**src/rtl/i2c_target_regs.sv**
```systemverilog
// I2C target with a byte-wide register file behind an auto-incrementing pointer.
// Fabric sees a one-cycle write strobe per register write and a combinational read port.
//
// state     | meaning
// S_IDLE    | bus idle or not addressed, wait for START
// S_ADDR    | shifting in 7-bit address + R/W
// S_ADDR_ACK| driving address ACK
// S_WR_BYTE | shifting in pointer or data byte
// S_WR_ACK  | driving data ACK
// S_RD_BYTE | shifting out read data
// S_RD_ACK  | SDA released, sampling master ACK/NACK
// S_WAIT_STOP| transaction finished or rejected, wait for START/STOP
module i2c_target_regs #(
  parameter logic [6:0] TARGET_ADDR = 7'h42,
  parameter int         REG_AW      = 4
) (
  input  logic              clk,
  input  logic              rst,
  input  logic              scl_pad_i,
  input  logic              sda_pad_i,
  output logic              sda_pad_o,
  output logic              sda_padoen_o,
  output logic              wr_valid_o,
  output logic [REG_AW-1:0] wr_addr_o,
  output logic [7:0]        wr_data_o,
  input  logic [REG_AW-1:0] rd_addr_i,
  output logic [7:0]        rd_data_o,
  output logic              busy_o
);

  localparam int NREG = 1 << REG_AW;
  localparam logic [REG_AW-1:0] PTR_ONE = {{(REG_AW-1){1'b0}}, 1'b1};

  localparam logic [2:0] S_IDLE      = 3'd0;
  localparam logic [2:0] S_ADDR      = 3'd1;
  localparam logic [2:0] S_ADDR_ACK  = 3'd2;
  localparam logic [2:0] S_WR_BYTE   = 3'd3;
  localparam logic [2:0] S_WR_ACK    = 3'd4;
  localparam logic [2:0] S_RD_BYTE   = 3'd5;
  localparam logic [2:0] S_RD_ACK    = 3'd6;
  localparam logic [2:0] S_WAIT_STOP = 3'd7;

  logic [7:0]        regs [NREG];
  logic [2:0]        scl_sr, sda_sr;
  logic              ev_scl_rise, ev_scl_fall, ev_start, ev_stop, sda_smp;
  logic [2:0]        state;
  logic [3:0]        bit_cnt;
  logic [7:0]        shift, tx;
  logic [7:0]        rx_byte;
  logic [REG_AW-1:0] ptr;
  logic              rw, first_byte;

  assign sda_pad_o = 1'b0;
  assign rd_data_o = regs[rd_addr_i];
  assign rx_byte   = {shift[6:0], sda_smp};

  // [1:0] synchronize, [2] is the previous value for edge detection; events are registered
  always_ff @(posedge clk) begin
    if (rst) begin
      scl_sr      <= 3'b111;
      sda_sr      <= 3'b111;
      ev_scl_rise <= 1'b0;
      ev_scl_fall <= 1'b0;
      ev_start    <= 1'b0;
      ev_stop     <= 1'b0;
      sda_smp     <= 1'b1;
    end else begin
      scl_sr      <= {scl_sr[1:0], scl_pad_i};
      sda_sr      <= {sda_sr[1:0], sda_pad_i};
      ev_scl_rise <= scl_sr[1] & ~scl_sr[2];
      ev_scl_fall <= ~scl_sr[1] & scl_sr[2];
      ev_start    <= scl_sr[1] & scl_sr[2] & ~sda_sr[1] & sda_sr[2];
      ev_stop     <= scl_sr[1] & scl_sr[2] & sda_sr[1] & ~sda_sr[2];
      sda_smp     <= sda_sr[1];
    end
  end

  always_ff @(posedge clk) begin
    if (rst) begin
      state        <= S_IDLE;
      bit_cnt      <= 4'd0;
      shift        <= 8'd0;
      tx           <= 8'd0;
      ptr          <= '0;
      rw           <= 1'b0;
      first_byte   <= 1'b0;
      sda_padoen_o <= 1'b0;
      busy_o       <= 1'b0;
      wr_valid_o   <= 1'b0;
      wr_addr_o    <= '0;
      wr_data_o    <= 8'd0;
      for (int i = 0; i < NREG; i++) regs[i] <= 8'd0;
    end else begin
      wr_valid_o <= 1'b0;
      if (ev_start) begin
        state        <= S_ADDR;
        bit_cnt      <= 4'd0;
        sda_padoen_o <= 1'b0;
        busy_o       <= 1'b0;
      end else if (ev_stop) begin
        state        <= S_IDLE;
        sda_padoen_o <= 1'b0;
        busy_o       <= 1'b0;
      end else begin
        case (state)
          S_ADDR: begin
            if (ev_scl_rise && bit_cnt != 4'd8) begin
              shift   <= rx_byte;
              bit_cnt <= bit_cnt + 4'd1;
            end else if (ev_scl_fall && bit_cnt == 4'd8) begin
              if (shift[7:1] == TARGET_ADDR) begin
                sda_padoen_o <= 1'b1;
                busy_o       <= 1'b1;
                rw           <= shift[0];
                state        <= S_ADDR_ACK;
              end else begin
                state <= S_WAIT_STOP;
              end
            end
          end
          S_ADDR_ACK: begin
            if (ev_scl_fall) begin
              if (rw) begin
                tx           <= regs[ptr];
                ptr          <= ptr + PTR_ONE;
                sda_padoen_o <= ~regs[ptr][7];
                bit_cnt      <= 4'd1;
                state        <= S_RD_BYTE;
              end else begin
                sda_padoen_o <= 1'b0;
                bit_cnt      <= 4'd0;
                first_byte   <= 1'b1;
                state        <= S_WR_BYTE;
              end
            end
          end
          S_WR_BYTE: begin
            if (ev_scl_rise && bit_cnt != 4'd8) begin
              shift   <= rx_byte;
              bit_cnt <= bit_cnt + 4'd1;
              if (bit_cnt == 4'd7) begin
                if (first_byte) begin
                  ptr        <= rx_byte[REG_AW-1:0];
                  first_byte <= 1'b0;
                end else begin
                  regs[ptr]  <= rx_byte;
                  wr_valid_o <= 1'b1;
                  wr_addr_o  <= ptr;
                  wr_data_o  <= rx_byte;
                  ptr        <= ptr + PTR_ONE;
                end
              end
            end else if (ev_scl_fall && bit_cnt == 4'd8) begin
              sda_padoen_o <= 1'b1;
              state        <= S_WR_ACK;
            end
          end
          S_WR_ACK: begin
            if (ev_scl_fall) begin
              sda_padoen_o <= 1'b0;
              bit_cnt      <= 4'd0;
              state        <= S_WR_BYTE;
            end
          end
          S_RD_BYTE: begin
            // tx[7] is the bit currently on the bus
            if (ev_scl_fall) begin
              if (bit_cnt == 4'd8) begin
                sda_padoen_o <= 1'b0;
                bit_cnt      <= 4'd0;
                state        <= S_RD_ACK;
              end else begin
                sda_padoen_o <= ~tx[6];
                tx           <= {tx[6:0], 1'b0};
                bit_cnt      <= bit_cnt + 4'd1;
              end
            end
          end
          S_RD_ACK: begin
            if (ev_scl_rise) begin
              if (!sda_smp) begin
                tx      <= regs[ptr];
                ptr     <= ptr + PTR_ONE;
                bit_cnt <= 4'd1;
              end else begin
                busy_o <= 1'b0;
                state  <= S_WAIT_STOP;
              end
            end else if (ev_scl_fall && bit_cnt == 4'd1) begin
              sda_padoen_o <= ~tx[7];
              state        <= S_RD_BYTE;
            end
          end
          S_WAIT_STOP: begin
            sda_padoen_o <= 1'b0;
            busy_o       <= 1'b0;
          end
          default: state <= S_IDLE;
        endcase
      end
    end
  end

endmodule

```
**config.mk**
```make
export PLATFORM = sky130hd
export DESIGN_NAME = i2c_target_regs
export DESIGN_NICKNAME = d
export VERILOG_FILES = /design/src/rtl/i2c_target_regs.sv
export SDC_FILE = /design/constraint.sdc
export NUM_CORES = 1
export LEC_CHECK = 0
export BUFFER_PORTS_ARGS = -buffer_cell sky130_fd_sc_hd__buf_2
export CORE_ASPECT_RATIO = 1.4
export CORE_MARGIN = 5
export CORE_UTILIZATION = 40
export DETAILED_ROUTE_END_ITERATION = 10
export PLACE_DENSITY = 0.54
export SYNTH_ARGS = -nofsm -noshare
export SYNTH_HDL_FRONTEND = slang
export SYNTH_SLANG_ARGS = --single-unit
```
**constraint.sdc**
```tcl
create_clock -name clk -period 2.46 [get_ports clk]
set_input_delay 0.492 -clock clk [delete_from_list [all_inputs] [get_ports clk]]
set_output_delay 0.492 -clock clk [all_outputs]
set_load 0.005 [all_outputs]
```
==> out/metrics.yaml <==
die:
  initial_core_util_pct: 40.22
  die-height_um: 195.4
  die_area_sq_um: 27830
  die_width_um: 142.4
  ios: 32
  rows: 68
  core_sq_um: 24420
synthesis:
  synth_area_sq_um: 9822
  synthMuxAreaShare_pct: 19.54
  async_flop_share_pct: 0
  synth_compound_area_share_pct: 5.414
  synth-seq-area-share_pct: 50.96
  netlist-cell-type-count: 59
  synthTopCellsByArea: "edfxtp_1 (39%), mux4_2 (16%), dfxtp_1 (12%), and2_1 (8.3%), mux2i_1 (3.3%)"
  syn_nets: 758
  synth_edf_count: 128
  synth_xor_area_share_pct: 0
  synth-simple-area-share_pct: 19.94
  synth_area_per_cell_sq_um: 13.22
  synth_top_area_share_pct: 39.13
  synth_top_family_by_area: "simple AND/OR/NAND/NOR gates"
  ys_seq_elements: 186
  synth_largest_area_cell: "edfxtp_1"
  synth_warnings: 0
  postSynthCellCount: 743
  synth_ff_type: "edfxtp_1"
  synth_fa_ha_area_share_pct: 0.8917
cells_and_area:
  areaGrowthSynthToFinish_pct: 14.93
  final_cell_mix: "and2_1 (131), edfxtp_1 (128), mux4_2 (71), dfxtp_1 (57), buf_4 (52)"
  final_common_cell: "and2_1"
  fillers: 2174
  antenna_cells: 0
  fin_util_pct: 46.23
  finalNetCount: 806
  stdcell_count: 1119
  drive_gt1_share_pct: 30.22
timing:
  timing.final.crit_share_pct: 104.4
  rsz0062_at_grt: "true"
  worst_slew_pin_slew_ns: 0.7168
  slew_viol_final: 0
  max_freq_mhz: 389.5
  setup_viol: 8
  period_needed_ns: 2.568
  skew_ns: 0.01115
  worst_slew_margin_rel_pct: 52.15
  setup_ws_ns: -0.1076
  hold_violations: 0
detailed_routing:
  drtIter0Drc: 643
  vias: 6446
  first_pass_iters: 5
  drcViolationCount: 0
  wl_per_cell_um: 24.37
  ant_nets: 0
  vias_per_cell: 5.761
  totalWireLength_mm: 27.27
global_routing:
  grtUsageTotal_pct: 20.07
  grt_start_max_net_pins: 39
  grt_pass1_wl_mm: 41.01
  overflow: 0
  first_global_vias: 6550
  antenna_found_initial: 0
worst_setup_path:
  timing.rr.start: "bit_cnt[0]"
  critPathKind: "reg -> out"
  start_kind: "flop"
  setup.worst_path.start: "regs[3][3]"
  crit_required_ns: 1.97
  rr_worst_depth: 7
  r2r_slack_ns: 0.09
  endpoint_kind: "output port"
  worst_r2r_endpoint: "regs[1][6]"
  cp.arrival_ns: 2.08
  crit_fanout: 2
clock_network:
  root_buffer: "clkbuf_16"
  cts_tree: "done"
  numCtsBuffers: 17
  cts.sinks: 186
  holdBufCountCts: 0
  htree_levels: 4
  clockBufferDepth: 2
  clkLatencyLatePin_ns: 0.44
  path_clk_slew_ns: 0.07
min_path:
  hold_depth: 2
  min_path_type: "in -> reg"
  hold_path_end: "scl_sr[0]"
  min_from: "scl_pad_i"
run_status:
  status: "complete, but fails checks"
  violations: "negative setup slack"
power_and_ir_drop:
  p_leak_nw: 4.268
  ir_worst_vdd_mv: 0.4953
  p_per_area_nw_per_um2: 689.3
  power_mw: 7.781
job:
  cap_violations: 0
placement:
  dp_hpwl_mm: 20.25
  placedCellCount: 1082
  globalplace.congestion: 0.8676
  port_buffers: 30
-- state kept, by name (all words and copies together), names as in the netlist, 4 cells and up, named ones only --
name / count
regs: 128
shift: 8
bit_cnt: 4
tx: 8
wr_addr_o: 4
wr_data_o: 8
ptr: 4
-- layout make-up --
cell class	count	area [sq um]	area share (%)
Timing Repair Buffer	91	749.5	6.639
Sequential cell	186	5006	44.35
Multi-Input combinational cell	485	4513	39.98
Clock inverter	15	162.7	1.441
Inverter	10	37.54	0.3325
Clock buffer	17	425.4	3.769
Tap cell	315	394.1	3.491
-- per-layer routing --
metal	global-route usage [%]	part of all wire, %	up-vias
met1	25.77	39	3249
met3	2.572	5.0	61
met2	34.47	52	245
li1	-	-	2891
met4	7.679	3.5	0
met5	0	0	-
-- kinds of logic after synthesis --
| group | after synthesis |
|---|---|
| adders and majority gates | 7 |
| AOI/OAI and AO/OA | 75 |
| muxes | 103 |
| buffers and inverters | 72 |
| and+or+nand+nor | 299 |
| other | 1 |
| DFF | 186 |
-- worst max-delay path, stage by stage, from the launching register on --
cell and delay (ns):
edfxtp_1 0.49, mux4_2 0.51, mux4_2 0.49, buf_2 0.15
-- timing repair --
| item | CTS | global route |
|---|---|---|
| gates resized for setup | 0 | 9 |
| pin swaps | 0 | 4 |
| gates cloned | 0 | 2 |
| setup buffers | 1 | 2 |
| setup endpoints to repair | 8 | 79 |
-- power by group --
part           leakage [nW]  switching (mW)  internal (mW)
clock network         0.269            1.37           1.35
logic                  2.21           0.744          0.702
registers              1.79           0.150           3.46
-- stage by stage --
stage | cell area [sq um] | hold slack [ns] | setup slack, ns | setup TNS, ns
4_1_cts | 11190 | 0.2161 | -0.1207 | -0.6158
2_1_floorplan | 9839 | 0.3895 | 0.03835 | 0
6_report | 11290 | 0.2380 | -0.1076 | -0.5259
5_1_grt | 11290 | 0.2361 | -0.1136 | -0.7315
3_3_place_gp | 10590 | 0.3971 | -0.04151 | -0.1956
3_5_place_dp | 10590 | 0.3950 | -0.05555 | -0.2420
-- how the worst max path moves through the flow --
stage               depth (start not counted)           end
detailed placement                          5  rd_data_o[7]
finish                                      3  rd_data_o[3]
CTS                                         3  rd_data_o[0]
global route                                3  rd_data_o[0]
global placement                            5  rd_data_o[7]
floorplan                                   4  rd_data_o[0]
-- cell usage after synthesis (7+ instances only) --
| master | number |
|---|---|
| and2_1 | 131 |
| edfxtp_1 | 128 |
| mux4_2 | 71 |
| dfxtp_1 | 58 |
| clkbuf_1 | 41 |
| nor2_1 | 41 |
| mux2i_1 | 32 |
| or2_2 | 20 |
| a21oi_1 | 18 |
| nand2b_1 | 18 |
| nand2_1 | 17 |
| buf_2 | 12 |
| nor3_4 | 12 |
| inv_1 | 10 |
| o21ai_0 | 10 |
| a311oi_1 | 7 |
| and3_1 | 7 |
| ha_1 | 7 |
| o2111ai_1 | 7 |
No activity file was read; power rests on OpenSTA's default activity.
